File: src/rtl/time_entry.sv
// Time/alarm entry controller.
// Turns five push-button levels into a BCD edit session on either the live
// clock time or a stored alarm time, then commits with a one-cycle strobe.
// Edits are abandoned on cancel, on a second mode press from the alarm target,
// or after TIMEOUT idle cycles.
module time_entry #(
  parameter int TIMEOUT = 30
) (
  input  logic       clk,
  input  logic       reset,
  input  logic       btn_mode,
  input  logic       btn_next,
  input  logic       btn_inc,
  input  logic       btn_enter,
  input  logic       btn_cancel,
  input  logic [1:0] cur_hour_msb,
  input  logic [3:0] cur_hour_lsb,
  input  logic [3:0] cur_min_msb,
  input  logic [3:0] cur_min_lsb,
  output logic [1:0] inhour_msb,
  output logic [3:0] inhour_lsb,
  output logic [3:0] inmin_msb,
  output logic [3:0] inmin_lsb,
  output logic       set_time,
  output logic       set_alarm,
  output logic       editing,
  output logic       edit_alarm,
  output logic [1:0] edit_digit
);

  localparam int CW = (TIMEOUT > 1) ? $clog2(TIMEOUT + 1) : 1;
  localparam logic [CW-1:0] TLAST = CW'(TIMEOUT - 1);

  typedef struct packed {
    logic [1:0] hm;
    logic [3:0] hl;
    logic [3:0] mm;
    logic [3:0] ml;
  } bcd_t;

  typedef enum logic [1:0] {IDLE, EDIT_TIME, EDIT_ALARM, COMMIT} state_t;

  // button order in the vectors: {cancel, enter, mode, next, inc}
  logic [4:0] btn, prev, press;
  logic       armed;
  state_t     state;
  bcd_t       ebuf, shadow, cur;
  logic [CW-1:0] cnt;

  assign btn = {btn_cancel, btn_enter, btn_mode, btn_next, btn_inc};
  assign cur = {cur_hour_msb, cur_hour_lsb, cur_min_msb, cur_min_lsb};

  // armed stays low for the first clock after reset so a button already held
  // through reset is only sampled into prev, never seen as a fresh press
  assign press = btn & ~prev & {5{armed}};

  assign {inhour_msb, inhour_lsb, inmin_msb, inmin_lsb} = ebuf;

  // Per-digit increment with no carry; out-of-range inputs wrap to 0.
  function automatic bcd_t bump(input bcd_t b, input logic [1:0] d);
    bcd_t r;
    r = b;
    case (d)
      2'd0: begin
        r.hm = (b.hm >= 2'd2) ? 2'd0 : b.hm + 2'd1;
        if (r.hm == 2'd2 && r.hl > 4'd3) r.hl = 4'd0;
      end
      2'd1: begin
        if (b.hm == 2'd2) r.hl = (b.hl >= 4'd3) ? 4'd0 : b.hl + 4'd1;
        else              r.hl = (b.hl >= 4'd9) ? 4'd0 : b.hl + 4'd1;
      end
      2'd2:    r.mm = (b.mm >= 4'd5) ? 4'd0 : b.mm + 4'd1;
      default: r.ml = (b.ml >= 4'd9) ? 4'd0 : b.ml + 4'd1;
    endcase
    return r;
  endfunction

  // Edit FSM: state, edit buffer, alarm shadow, inactivity counter, strobes.
  // The if/else chain in the edit states encodes cancel > enter > mode > next > inc.
  always_ff @(posedge clk or negedge reset) begin
    if (!reset) begin
      state      <= IDLE;
      ebuf       <= '0;
      shadow     <= '0;
      cnt        <= '0;
      prev       <= '0;
      armed      <= 1'b0;
      set_time   <= 1'b0;
      set_alarm  <= 1'b0;
      editing    <= 1'b0;
      edit_alarm <= 1'b0;
      edit_digit <= 2'd0;
    end else begin
      armed     <= 1'b1;
      prev      <= btn;
      set_time  <= 1'b0;
      set_alarm <= 1'b0;
      case (state)
        IDLE: begin
          cnt <= '0;
          if (press[2]) begin
            state      <= EDIT_TIME;
            editing    <= 1'b1;
            edit_alarm <= 1'b0;
            ebuf       <= cur;
            edit_digit <= 2'd0;
          end
        end
        EDIT_TIME, EDIT_ALARM: begin
          if (press[4]) begin
            state      <= IDLE;
            editing    <= 1'b0;
            edit_alarm <= 1'b0;
            cnt        <= '0;
          end else if (press[3]) begin
            state      <= COMMIT;
            editing    <= 1'b0;
            edit_alarm <= 1'b0;
            cnt        <= '0;
            if (state == EDIT_ALARM) begin
              set_alarm <= 1'b1;
              shadow    <= ebuf;
            end else begin
              set_time  <= 1'b1;
            end
          end else if (press[2]) begin
            cnt <= '0;
            if (state == EDIT_TIME) begin
              state      <= EDIT_ALARM;
              edit_alarm <= 1'b1;
              ebuf       <= shadow;
              edit_digit <= 2'd0;
            end else begin
              state      <= IDLE;
              editing    <= 1'b0;
              edit_alarm <= 1'b0;
            end
          end else if (press[1]) begin
            edit_digit <= edit_digit + 2'd1;
            cnt        <= '0;
          end else if (press[0]) begin
            ebuf <= bump(ebuf, edit_digit);
            cnt  <= '0;
          end else if (cnt >= TLAST) begin
            state      <= IDLE;
            editing    <= 1'b0;
            edit_alarm <= 1'b0;
            cnt        <= '0;
          end else begin
            cnt <= cnt + 1'b1;
          end
        end
        default: begin
          // COMMIT: strobe is visible this cycle, all buttons ignored
          state <= IDLE;
          cnt   <= '0;
        end
      endcase
    end
  end

endmodule

File: config.mk
export PLATFORM = sky130hd
export DESIGN_NAME = time_entry
export DESIGN_NICKNAME = d
export VERILOG_FILES = /design/src/rtl/time_entry.sv
export SDC_FILE = /design/constraint.sdc
export NUM_CORES = 1
export LEC_CHECK = 0
export ABC_AREA = 1
export ABC_CLOCK_PERIOD_IN_PS = 1800
export BUFFER_PORTS_ARGS = -buffer_cell sky130_fd_sc_hd__buf_2
export CORE_MARGIN = 2
export CORE_UTILIZATION = 50
export DETAILED_ROUTE_END_ITERATION = 7
export HOLD_SLACK_MARGIN = 0.06
export PLACE_DENSITY_LB_ADDON = 0.15
export SLEW_MARGIN = 20
export SYNTH_ARGS = -nofsm -noshare
export SYNTH_HDL_FRONTEND = slang
export SYNTH_SLANG_ARGS = --single-unit
File: constraint.sdc
create_clock -name clk -period 1.8 [get_ports clk]
set_input_delay 0.09 -clock clk [delete_from_list [all_inputs] [get_ports clk]]
set_output_delay 0.09 -clock clk [all_outputs]
set_load 0.1 [all_outputs]
# After elaboration in Yosys (flattened, before gate mapping)
# Cells that the tools add are included.
# classes
bitwise,4
eq_ne,22
n_mux,65
n_lt_le_gt_ge,7
reduce_logical,15
addsub,6
# ops
cell,n
$mux W14,7
$mux W5,7
$mux W2,16
$mux W4,8
$pmux W14 S2,1
$reduce_and A8 Y1,3
$mux W1,21
$ne A5 B5 Y1 const B,4
$ne A3 B3 Y1 const B,5
$add A4 B1 Y4 const B,3
$reduce_and A6 Y1,2
$and A5 B5 Y5,2
$reduce_and A9 Y1,1
$eq A2 B2 Y1 const B,4
$ge A4 B4 Y1 const B,2
$pmux W2 S2,2
$pmux W4 S2,1
$reduce_and A4 Y1,2
$ne A2 B2 Y1 const B,3
$ne A3 B2 Y1 const B,2
$add A5 B1 Y5 const B,1
$ge A5 B5 Y1 const B,1
$not A5 Y5,1
$reduce_and A5 Y1,1
15 further kinds,19
# word_totals
register_bits,47

# Depth between registers and ports, before layout
# logic_depth
depth_word,12
mapped_depth,11
mapped_depth_nobuf,10

# Least setup slack after synthesis
# No wires, ideal clock.
# synth_path
path_kind,reg-to-reg
from,reg edit_digit[0]
to,reg ebuf (netlist bit inhour_lsb[0])
period_less_slack_ns,2.018
path_buffers,0
required_ns,1.677
slack_ns,-0.218
setup_ns,0.123
arrival_time_ns,1.895
stages_incl_launch_ff,11
path_cell_list,dfrtp_1 -> inv_1 -> ha_1 -> nand2_1 -> inv_1 -> nand3_1 -> nand2_1 -> nor2_1 -> nand2_1 -> nand2_1 -> nand2_1
# synth_between
elab_chain_cells,8
elab_cells_between_ends,12
# synth_rtl
item,line,source
from (decl),28,output logic [1:0] edit_digit
from (signal assigned),139,edit_digit <= edit_digit + 2'd1;
$eq A2 B1 Y1 or $logic_not A2 Y1 (tied branches),63,case (d)
$pmux W4 S2,63,
$mux W14,141,end else if (press[0]) begin
$mux W14,138,end else if (press[1]) begin
$mux W14,126,end else if (press[2]) begin
$mux W14,115,end else if (press[3]) begin
$mux W14,110,if (press[4]) begin
$pmux W14 S2,98,case (state)
to (signal assigned),105,ebuf <= cur;
to (signal assigned),131,ebuf <= shadow;
to (signal assigned),142,"ebuf <= bump(ebuf, edit_digit);"
to (decl),47,"bcd_t ebuf, shadow, cur;"
# Several ways; a longest one is shown, not always the timed one. The select of a mux whose other input is x is not followed.
# A chain may end at the register's enable or synchronous reset.

# Worst setup path in the final report
# layout_path
from,reg state[0]
to,reg ebuf (netlist bit inmin_lsb[3])
# layout_between
elab_chain_cells,4
elab_cells_between_ends,14
# layout_rtl
item,line,source
from (decl),46,state_t state;
from (signal assigned),82,state <= IDLE;
from (signal assigned),102,state <= EDIT_TIME;
from (signal assigned),111,state <= IDLE;
$eq A2 B2 Y1 or $eq A2 B1 Y1 (tied branches),"98, 128",
$reduce_or A2 Y1,98,
$ne A3 B3 Y1 (no line) (tied with other cells),--,
$reduce_and A8 Y1 (no line),--,
# Several ways; a longest one is shown, not always the timed one.

==> impl_results.md <==
* Status: completed
* Net Count, Synth at about 410
* Startpoint Class: flop
* Fin nets at approximately 470
* Most common cell in the netlist: nand2_1
* CORE AREA at 5510 sq um
* Hpwl dp at 4930 um
* Max Cap Viol at 0
* R2r setup slk at 0.15 ns
* Placed Instances at 490
* Slew @ Worst Pin at around 0.54 ns
* Leak at approximately 1.8 nW
* CTS sink cnt at 47
* Final Cell Area at between 3000 and 4000 sq um
* Crit path max fanout at 11
* Shortest period the worst path allows at 1.65 ns
* TritonCTS buffer count at 5
* Register area share after synthesis at 41.1%
* Root buf cell: clkbuf_8
* Xor and xnor area share after synthesis at 1.83%
* VDD IR-drop max at between 1000 and 1500 uV
* Largest net degree at the start of global routing at 26
* Clock tree from TritonCTS: built
* Final wirelength at around 6500 um
* Final antenna diode count at 0
* Initial Utilization at between 50% and 60%
* Final WS setup at 0.154 ns
* CP endpoint kind: flop
* Post-DR vias/cell at between 5 and 6
* Die area at 6350 sq um
* Adder-cell area share of the yosys netlist at between 8 and 9%
* Peak Freq at about 600 MHz
* Warnings from Yosys at 0
* 1st-iter DRT viols at roughly 150
* Share of layout cells above drive strength 1 at 22.4%
* TNS Setup at 0 ns
* Ranking of synthesized cells by area: dfrtp_1 (41%), nand2_1 (15%), ha_1 (8.7%), nand3_1 (7.5%), inv_1 (5.1%)
* Syn Inst Count at 371
* Worst reg2reg endpoint: inmin_lsb[3]
* Clk_skew at 0.00496 ns
* Die X-Extent at 79.7 um
* Min-delay worst type: in -> reg
* Post-Layout Cell Count at around 500
* Ports at 41
* Mapped cell area at around 2900 sq um
* H-tree Lvls at 2
* Synth-to-layout area growth at 20.4%
* DP Area at between 3000 and 4000 sq um
* Residual DRC at 0
* Yosys top cell area share at 41.1%
* Largest family of logic cells by synthesized area: simple AND/OR/NAND/NOR gates
* FFs w/ async S/R, synth at between 90% and 100%
* Crit path from: state[0]
* Vias at about 2600
* Most frequent cells after synthesis: nand2_1 (117), dfrtp_1 (47), nand3_1 (43)
* Final setup violation count at 0
* R2r worst-path depth at 9
* Hold Violations, Final at 0
* Wirelength per Cell at 12.9 um
* Worst setup endpoint: inmin_lsb[3]
* GRT overflow at 0
* Synth area leader: dfrtp_1
* Vias in the first global route at 2355
* Pre-CTS WS at between 0.04 and 0.05 ns
* GRT Total Usage at between 20% and 30%
* First-pass GRT wire length at around 11000 um
* Worst Path Required at between 2 and 2.5 ns
* RR Startpoint: state[0]
* WP data arrival at approximately 1.9 ns
* Clock Pin Slew Worst Setup and Hold Paths at around 0.09 ns
* Post-synthesis compound-gate area fraction at under 10%
* Count of final max-slew check failures at 0
* Drt pass-1 iters at 4
* Final ANT Viol Nets at 0
* Worst setup path class: reg -> reg
* Mux contribution to synthesized area at less than 1%
* Row cnt at 27
* Cell Pwr Density at between 1500 and 2000 nW/um^2
* Clk_lat worst skew at roughly 0.30 ns
* Synth Flop Type: dfrtp_1
* Period utilisation layout at approximately nine tenths
* Initial antenna violation count at 0
* Max-Slew Margin vs Limit at about 64%
* Post-Synth Simple-Gate Area at between 30 and 40%
* Synthesized flop and latch total at 47
* Die H at roughly 80 um
* Longest Clk Path Bufs at 2
* Routability cong. at 0.830
* Syn avg cell area at 7.72 sq um
* EDFF count, synth at 0
* Synth cell types at 30
* RSZ-0062 raised after global routing: false
* IO Port Bufs at 40
-- power by group --
group / switching, mW / total (mW) / internal, mW
clock: 0.369 / 0.641 / 0.272
sequential: 0.335 / 1.75 / 1.41
combinational: 3.15 / 4.47 / 1.31
total: 3.86 / 6.85 / 3.00
-- logic make-up (layout without fill, tap and decap cells) --
kind of cell / count (synthesis) / after routing
AO/OA/AOI/OAI: 32 / 32
XOR/XNOR: 6 / 6
adder cells (fa/ha/maj): 20 / 20
buffers and inverters: 48 / 110
flip-flops: 47 / 47
multiplexers: 2 / 2
other: 1 / 1
AND/OR/NAND/NOR: 215 / 216
-- registers in the layout, indices dropped and copies added, names as in the netlist --
register	count
shadow	14
set_time	1
cnt	5
inmin_lsb	4
edit_alarm	1
editing	1
state	2
inhour_lsb	4
inmin_msb	4
edit_digit	2
armed	1
prev	5
set_alarm	1
inhour_msb	2
-- placed cells by master (no fill, tap or decap), types with 2 or more instances in the layout --
cell type	instances
a21boi_0	7
a21boi_1	2
a21oi_1	5
buf_2	40
buf_4	13
buf_6	2
clkbuf_8	5
dfrtp_1	35
dfrtp_2	12
dlygate4sd3_1	6
ha_1	19
inv_1	39
mux2_2	2
nand2_1	116
nand2_2	5
nand3_1	42
nand3_2	3
nand3_4	2
nand4_1	11
nor2_1	21
nor2_2	3
nor2_4	4
nor3_1	6
o21ai_0	10
o21ai_1	7
xor2_1	5
-- metrics by stage --
| step | power, mW | util (%) | hold slack, ns |
|---|---|---|---|
| after floorplan | 4.99 | - | -0.206 |
| after global placement | 5.92 | 58.9 | 0.106 |
| after detailed placement | 5.99 | 58.9 | 0.115 |
| after CTS | 6.64 | 61.5 | 0.119 |
| after global routing | 7.42 | 62.6 | 0.137 |
| final | 6.85 | 62.6 | 0.118 |
-- worst min-delay path by stage --
stage	slack, ns	start	to	cells after the start
5_1_grt	0.14	cur_min_lsb[2]	inmin_lsb[2]	5
2_1_floorplan	-0.21	reset	armed	0
4_1_cts	0.12	cur_min_lsb[2]	inmin_lsb[2]	5
3_5_place_dp	0.11	reset	set_alarm	1
6_report	0.12	cur_min_lsb[2]	inmin_lsb[2]	5
3_3_place_gp	0.11	reset	editing	1
-- worst max-delay path, cell delays in order, from the launching register on --
cell and delay [ns]:
dfrtp_1 0.38, inv_1 0.12, ha_4 0.24, buf_6 0.14, nand3_1 0.12, nand2_2 0.10
nor2_4 0.20, buf_4 0.15, nand3_1 0.07, nand2_1 0.06
-- per-layer routing --
metal | vias to the layer above | track usage, % | wire (um)
met5 | - | 0 | 0
met4 | 0 | 5.17 | 57
met3 | 5 | 3.62 | 335
met2 | 62 | 35.4 | 2950
met1 | 1199 | 31.6 | 3200
li1 | 1317 | - | -
-- cell type report --
| class | count | area, sq um |
|---|---|---|
| multi-input combinational | 277 | 1530 |
| inverter | 40 | 150 |
| sequential | 47 | 1190 |
| clock buffer | 6 | 72.6 |
| tap | 72 | 90.1 |
| timing repair buffer | 62 | 400 |
| clock inverter | 2 | 12.5 |
| fill | 500 | 2060 |
-- repair_timing --
item / in CTS / in global routing
hold buffers: 6 / 0
resized for setup: 0 / 14
setup endpoints to repair: 0 / 19
setup buffers: 0 / 1
endpoints found under the hold margin: 27 / 0
Note: power is estimated with default switching activity, not from simulation.
